## src/rtl/hazard_ctrl.sv

```systemverilog
// Pipeline hazard controller: load-use stall, branch flush and memory freeze.
// Optional saturating stall-cycle counter enabled by defining STALL_COUNT_EN.
module hazard_ctrl #(
    parameter int unsigned FLUSH_CYCLES = 2,
    parameter int unsigned CNT_W        = 16
) (
    input  logic             clk,
    input  logic             reset,
    input  logic             MemRead_EX,
    input  logic [4:0]       Rd_EX,
    input  logic [4:0]       Rn_ID,
    input  logic [4:0]       Rm_ID,
    input  logic             Rm_used_ID,
    input  logic             branch_taken,
    input  logic             mem_busy,
    output logic             pc_write,
    output logic             ifid_write,
    output logic             ifid_flush,
    output logic             idex_bubble,
    output logic             pipe_hold,
    output logic [1:0]       state,
    output logic [CNT_W-1:0] stall_cycles
);

    localparam int unsigned FC_W = 3;

    typedef enum logic [1:0] {
        RUN     = 2'd0,
        FLUSH   = 2'd1,
        MEMWAIT = 2'd2
    } state_e;

    state_e           state_q, state_d;
    state_e           ret_q, ret_d;
    state_e           eff_state;
    logic [FC_W-1:0]  cnt_q, cnt_d;
    logic             load_use;

    // Register 31 is XZR and never creates a dependency.
    assign load_use = MemRead_EX & (Rd_EX != 5'd31) &
                      ((Rd_EX == Rn_ID) | (Rm_used_ID & (Rd_EX == Rm_ID)));

    // The cycle that leaves MEMWAIT is decoded as the state it returns to.
    assign eff_state = (state_q == MEMWAIT && !mem_busy) ? ret_q : state_q;

    always_comb begin
        state_d     = state_q;
        ret_d       = ret_q;
        cnt_d       = cnt_q;
        pc_write    = 1'b1;
        ifid_write  = 1'b1;
        ifid_flush  = 1'b0;
        idex_bubble = 1'b0;
        pipe_hold   = 1'b0;

        if (mem_busy) begin
            pc_write   = 1'b0;
            ifid_write = 1'b0;
            pipe_hold  = 1'b1;
            state_d    = MEMWAIT;
            if (state_q != MEMWAIT) ret_d = state_q;
        end else begin
            case (eff_state)
                RUN: begin
                    state_d = RUN;
                    if (branch_taken) begin
                        ifid_flush  = 1'b1;
                        idex_bubble = 1'b1;
                        if (FLUSH_CYCLES > 1) begin
                            state_d = FLUSH;
                            cnt_d   = FC_W'(FLUSH_CYCLES - 2);
                        end
                    end else if (load_use) begin
                        pc_write    = 1'b0;
                        ifid_write  = 1'b0;
                        idex_bubble = 1'b1;
                    end
                end
                FLUSH: begin
                    ifid_flush  = 1'b1;
                    idex_bubble = 1'b1;
                    if (cnt_q == '0) begin
                        state_d = RUN;
                    end else begin
                        state_d = FLUSH;
                        cnt_d   = cnt_q - FC_W'(1);
                    end
                end
                default: state_d = RUN;
            endcase
        end

        // Reset forces a frozen, fetch-disabled pipeline.
        if (reset) begin
            pc_write    = 1'b0;
            ifid_write  = 1'b0;
            ifid_flush  = 1'b0;
            idex_bubble = 1'b0;
            pipe_hold   = 1'b1;
        end
    end

    always_ff @(posedge clk or posedge reset) begin
        if (reset) begin
            state_q <= RUN;
            ret_q   <= RUN;
            cnt_q   <= '0;
        end else begin
            state_q <= state_d;
            ret_q   <= ret_d;
            cnt_q   <= cnt_d;
        end
    end

    assign state = state_q;

`ifdef STALL_COUNT_EN
    logic [CNT_W-1:0] stall_q, stall_d;

    always_comb begin
        stall_d = stall_q;
        if (!pc_write && stall_q != '1) stall_d = stall_q + CNT_W'(1);
    end

    always_ff @(posedge clk or posedge reset) begin
        if (reset) stall_q <= '0;
        else       stall_q <= stall_d;
    end

    assign stall_cycles = stall_q;
`else
    assign stall_cycles = '0;
`endif

endmodule

```

## config.mk

```make
export PLATFORM = sky130hd
export DESIGN_NAME = hazard_ctrl
export DESIGN_NICKNAME = d
export VERILOG_FILES = /design/src/rtl/hazard_ctrl.sv
export SDC_FILE = /design/constraint.sdc
export NUM_CORES = 1
export LEC_CHECK = 0
export CAP_MARGIN = 10
export CORE_MARGIN = 4
export CORE_UTILIZATION = 36
export CTS_CLUSTER_DIAMETER = 100
export DETAILED_ROUTE_END_ITERATION = 7
export GPL_ROUTABILITY_DRIVEN = 0
export PLACE_DENSITY = 0.86
export SLEW_MARGIN = 0
export SYNTH_ARGS = -nofsm -noshare
export SYNTH_HDL_FRONTEND = slang
export SYNTH_SLANG_ARGS = --single-unit
```

## constraint.sdc

```tcl
create_clock -name clk -period 2.15 [get_ports clk]
set_input_delay 0.215 -clock clk [delete_from_list [all_inputs] [get_ports clk]]
set_output_delay 0.215 -clock clk [all_outputs]
set_load 0.03 [all_outputs]
```

After elaboration in Yosys (flattened, before gate mapping)
Cells that the tools add are included.
{ "totals": {"regBits": 7, "input_bits": 21, "wordCells": 48, "output_inout_bits": 23} }
{ "op_classes": {"reduce_logical": 7, "add_sub_neg": 1, "n_mux": 24, "eq_ne": 8, "bitwise_logic": 5} }
{ "ops": {"columns": ["operator", "n"], "rows": [
  ["1-bit two-way mux", 16],
  ["5-bit == test", 2],
  ["3-bit two-way mux", 2],
  ["2-bit inequality test (second input constant)", 3],
  ["3-bit one-hot mux with 2 select lines", 1],
  ["5-bit inequality test (second input constant)", 1],
  ["2-bit two-way mux", 2],
  ["1-bit one-hot mux with 2 select lines", 2],
  ["2-bit one-hot mux with 2 select lines", 1],
  ["4-bit AND reduction", 1],
  ["1-bit AND", 3],
  ["3-bit zero test", 1],
  ["3-bit by 1-bit subtractor with 3-bit output (second input constant)", 1],
  ["2-bit by 1-bit == test with 1-bit output (second input constant)", 1],
  ["2-bit == test (second input constant)", 1],
  ["2-bit zero test", 1],
  ["2-bit AND reduction", 1],
  ["2-bit nonzero test", 1],
  ["1-bit logical AND", 1],
  ["1-bit zero test", 1],
  ["1-bit inverter", 1],
  ["1-bit OR", 1]
]} }

Longest topological paths before layout
{ "depth": {"depth_word": 9, "mapped_depth": 7, "depth_no_buf": 6} }

Worst setup path after synthesis
No wires, ideal clock.
{ "synth_timing": {"path_kind": "register to output", "from": "register state_q[1] (netlist: state[1])", "to": "output port idex_bubble", "t_arrival_ns": 1.970, "required_ns": 1.935, "path_stages_with_launch": 5, "path_buffers": 0, "setup_slack_ns": -0.035, "path_cell_list": "dfrtp_1 -> and3b_1 -> nor3_1 -> nor3_1 -> o21bai_1"} }
{ "synth_between": {"elab_chain_cells": 7, "word_cells_on_any_way": 8, "cone_classes": "eq/ne (2); mux (4); reduce/logical (2)"} }
{ "synth_lines": {"columns": ["element", "line", "rtl"], "rows": [
  ["from (decl)", "33", "state_e state_q, state_d;"],
  ["from (signal assigned)", "109", "state_q <= state_d;"],
  ["2-bit == test", "44", "assign eff_state = (state_q == MEMWAIT && !mem_busy) ? ret_q : state_q;"],
  ["1-bit logical AND", "44", null],
  ["2-bit two-way mux *", "44", null],
  ["2-bit by 1-bit == test with 1-bit output / 2-bit zero test (equally long branches)", "63", "case (eff_state)"],
  ["1-bit one-hot mux with 2 select lines *", "63", null],
  ["1-bit two-way mux *", "56", "if (mem_busy) begin"],
  ["1-bit two-way mux *", "94", "if (reset) begin"],
  ["to (decl)", "19", "output logic idex_bubble,"]
]} }
Mark *: on every way between the ends. The rest lies on a longest branch, timed or not.

Worst setup path in the final report
{ "layout_timing": {"from": "input port Rd_EX[4]", "to": "output port ifid_write"} }
{ "layout_between": {"elab_chain_cells": 9, "word_cells_on_any_way": 12, "cone_classes": "eq/ne (3); mux (5); bitwise (4)"} }
{ "layout_lines": {"columns": ["element", "line", "rtl"], "rows": [
  ["from (decl)", "10", "input logic [4:0] Rd_EX,"],
  ["5-bit == test", "41", "((Rd_EX == Rn_ID) | (Rm_used_ID & (Rd_EX == Rm_ID)));"],
  ["1-bit AND", "41", null],
  ["1-bit OR", "41", null],
  ["1-bit AND *", "40", "assign load_use = MemRead_EX & (Rd_EX != 5'd31) &"],
  ["1-bit two-way mux *", "73", "end else if (load_use) begin"],
  ["1-bit two-way mux *", "66", "if (branch_taken) begin"],
  ["1-bit two-way mux *", "63", null],
  ["1-bit two-way mux *", "56", null],
  ["1-bit two-way mux *", "94", null],
  ["to (decl)", "17", "output logic ifid_write,"]
]} }
Marked as above.

==> run_results.csv <==
group,metric,value,unit
timing,fin_crit_sh,92.2,%
worst_setup_path,reg2reg_depth,6,
worst_setup_path,crit_required,1930,ps
global_route,grt_use_met1,15.2,%
synth,yosys_warnings,0,
synth,syn_area,703,um2
cts,cts-root-buf,"clkbuf_4",
die,pin_count,44,
synth,synthTopCellsByArea,"dfrtp_1 25%, buf_4 18%, xor2_1 11%, mux2_4 4.3%, nor2_1 3.7%",
synth,synth_top_area_share,24.9,%
synth,synthArstFlopShare,100,%
cells_and_area,final_common_cell,"clkdlybuf4s50_1",
cts,tritoncts,"yes",
die,core-area,0.00178,mm2
power,p_per_area,736,mW/mm2
power,peakVddDrop,0.456,mV
worst_setup_path,critPathArrivalTime,1770,ps
global_route,use_met3,1.99,%
global_route,grt.busiest_layer,"met2",
cts,ctsLongestPathBuffers,2,
route,dr_total_vias,626,
synth,yosysTopAreaCell,"dfrtp_1",
placement,placed_cell_area,956,um2
cells_and_area,area_growth,39.1,%
die,dieArea,0.00272,mm2
route,viasPerCell,4.50,
cts,h-tree-depth,1,
timing,setup_viol,0,
global_route,track_usage,13.1,%
cts,worstSkewPairLatency,240,ps
worst_setup_path,path_max_fanout,2,
synth,syn-mean-instance-area,8.68,um2
die,die_h,52.2,um
timing,setup-tns-final,0,ps
global_route,antenna_found_initial,0,
global_route,globalRouteMet2Util,23.4,%
route,ant_nets,0,
timing,drv_slew,0,
synth,synth_edf_count,0,
hold_path,hold_class,"in -> async",
placement,dpl.hpwl,1470,um
synth,yosysSeqAreaShare,24.9,%
timing,fin_skew,1.47,ps
synth,synth_ff_type,"dfrtp_1",
synth,synth_cells,81,
cells_and_area,antenna_cells,0,
status,outcome,"finished clean",
timing,max_freq,505,MHz
timing,rsz0062_at_grt,"no",
synth,synth-seq-cells,7,
route,wl_per_cell,11.9,um
worst_setup_path,cp-end-kind,"primary output",
synth,ys_types,30,
placement,io_buffers,27,
cts,cts.sinks,7,
die,rows,15,
die,chipWidth,52.2,um
worst_setup_path,worst_setup_path_start_kind,"input port",
cells_and_area,final_cell_mix,"23 x clkdlybuf4s50_1, 16 x conb_1, 9 x xor2_1",
global_route,grt_overflow,0,
route,wirelength,1660,um
job,maxCapViolations,0,
route,first_iter_violations,4,
route,drtPass1Iterations,4,
timing,fin_crit,1980,ps
global_route,grt_max_degree,10,
power,p_leak,0.456,nW
cts,cts_buffers,3,
route,drc,0,
cts,hold_buffers,0,
timing,hold_viol,0,
cells_and_area,final_cell_area,978,um2
cells_and_area,final_nets,138,
die,start_util,39.4,%
cts,cts_setup_buffers,0,
cells_and_area,drive_gt1_share,18.4,%
worst_setup_path,worst-setup-path-type,"in -> out",
global_route,grt_pass1_wl,2650,um
cts,clk_transition_reported_paths,50,ps
global_route,grt_pass1_vias,608,
==> synthesized netlist by cell type (2+ instances only) <==
library cell,instances
buf_4,17
xor2_1,9
dfrtp_1,7
nor2_1,7
inv_1,5
nor3_1,4
a21oi_1,3
a22o_2,2
buf_6,2
ha_1,2
mux2_4,2
nand2_1,2
o21ai_0,2
==> where the power goes <==
| group | internal, mW | leakage, nW | switching (mW) | total [mW] |
|---|---|---|---|---|
| registers | 0.178 | 0.0908 | 0.0479 | 0.226 |
| clock network | 0.0705 | 0.0150 | 0.0437 | 0.114 |
| logic | 0.188 | 0.350 | 0.193 | 0.381 |
==> per-stage QoR <==
stage	total power, mW	hold slack, ps	std cells	worst slack [ps]	utilization, %
6_report	0.721	219	139	168	54.9
3_5_place_dp	0.608	482	135	-314	53.6
4_1_cts	0.727	221	139	10.2	55.2
2_1_floorplan	0.519	18.4	96	259	-
5_1_grt	0.782	245	139	51.3	54.9
3_3_place_gp	0.585	482	135	-216	53.6
==> layout make-up <==
cell class / instances / area, um2
Fill cell: 147 / 805
Multi-Input combinational cell: 65 / 427
Timing Repair Buffer: 33 / 300
Sequential cell: 7 / 175
Tap cell: 25 / 31.3
Clock buffer: 4 / 26.3
Inverter: 5 / 18.8
==> state kept, by name, indices dropped and copies added, names as in the netlist <==
| name | flops |
|---|---|
| cnt_q | 3 |
| ret_q | 2 |
| state | 2 |
==> critical path, stage by stage <==
cell	delay, ps
clkdlybuf4s50_1	440
xor2_1	180
nor4_2	260
a32oi_1	150
o31a_1	340
buf_2	190
==> timing repair <==
action                                  CTS  global route
pin swaps                                 0             0
resized for setup                         6             5
endpoints found under the setup margin    2             2
endpoints found under the hold margin     0             0
==> path summary, 6_finish.rpt <==
path	from	end	slack, ps
max	Rd_EX[4]	ifid_write	170
min	reset	state[1]$_DFF_PP0_	220
max reg2reg	cnt_q[0]$_DFFE_PP0P_	cnt_q[0]$_DFFE_PP0P_	530
min reg2reg	cnt_q[1]$_DFFE_PP0P_	cnt_q[1]$_DFFE_PP0P_	510
max in group asynchronous	reset	cnt_q[0]$_DFFE_PP0P_	1730
min in group clk	cnt_q[1]$_DFFE_PP0P_	cnt_q[1]$_DFFE_PP0P_	510
==> cell families after synthesis <==
family,Yosys count,synth area share [%]
muxes,2,4.27
AOI/OAI and AO/OA,14,14.8
adders and majority gates,2,3.56
DFF,7,24.9
buffers and inverters,24,24.0
and+or+nand+nor,21,15.5
other,1,0.533
xor gates and xnor gates,10,12.5
==> layer usage <==
layer  vias up  wire length [um]  part of all wire [%]
met2        24               861                    52
met4         0                30                   1.8
met1       292               656                    40
li1        306                 -                     -
met3         4               109                   6.6
met5         -                 0                     0
(Power assumes the default switching activity.)
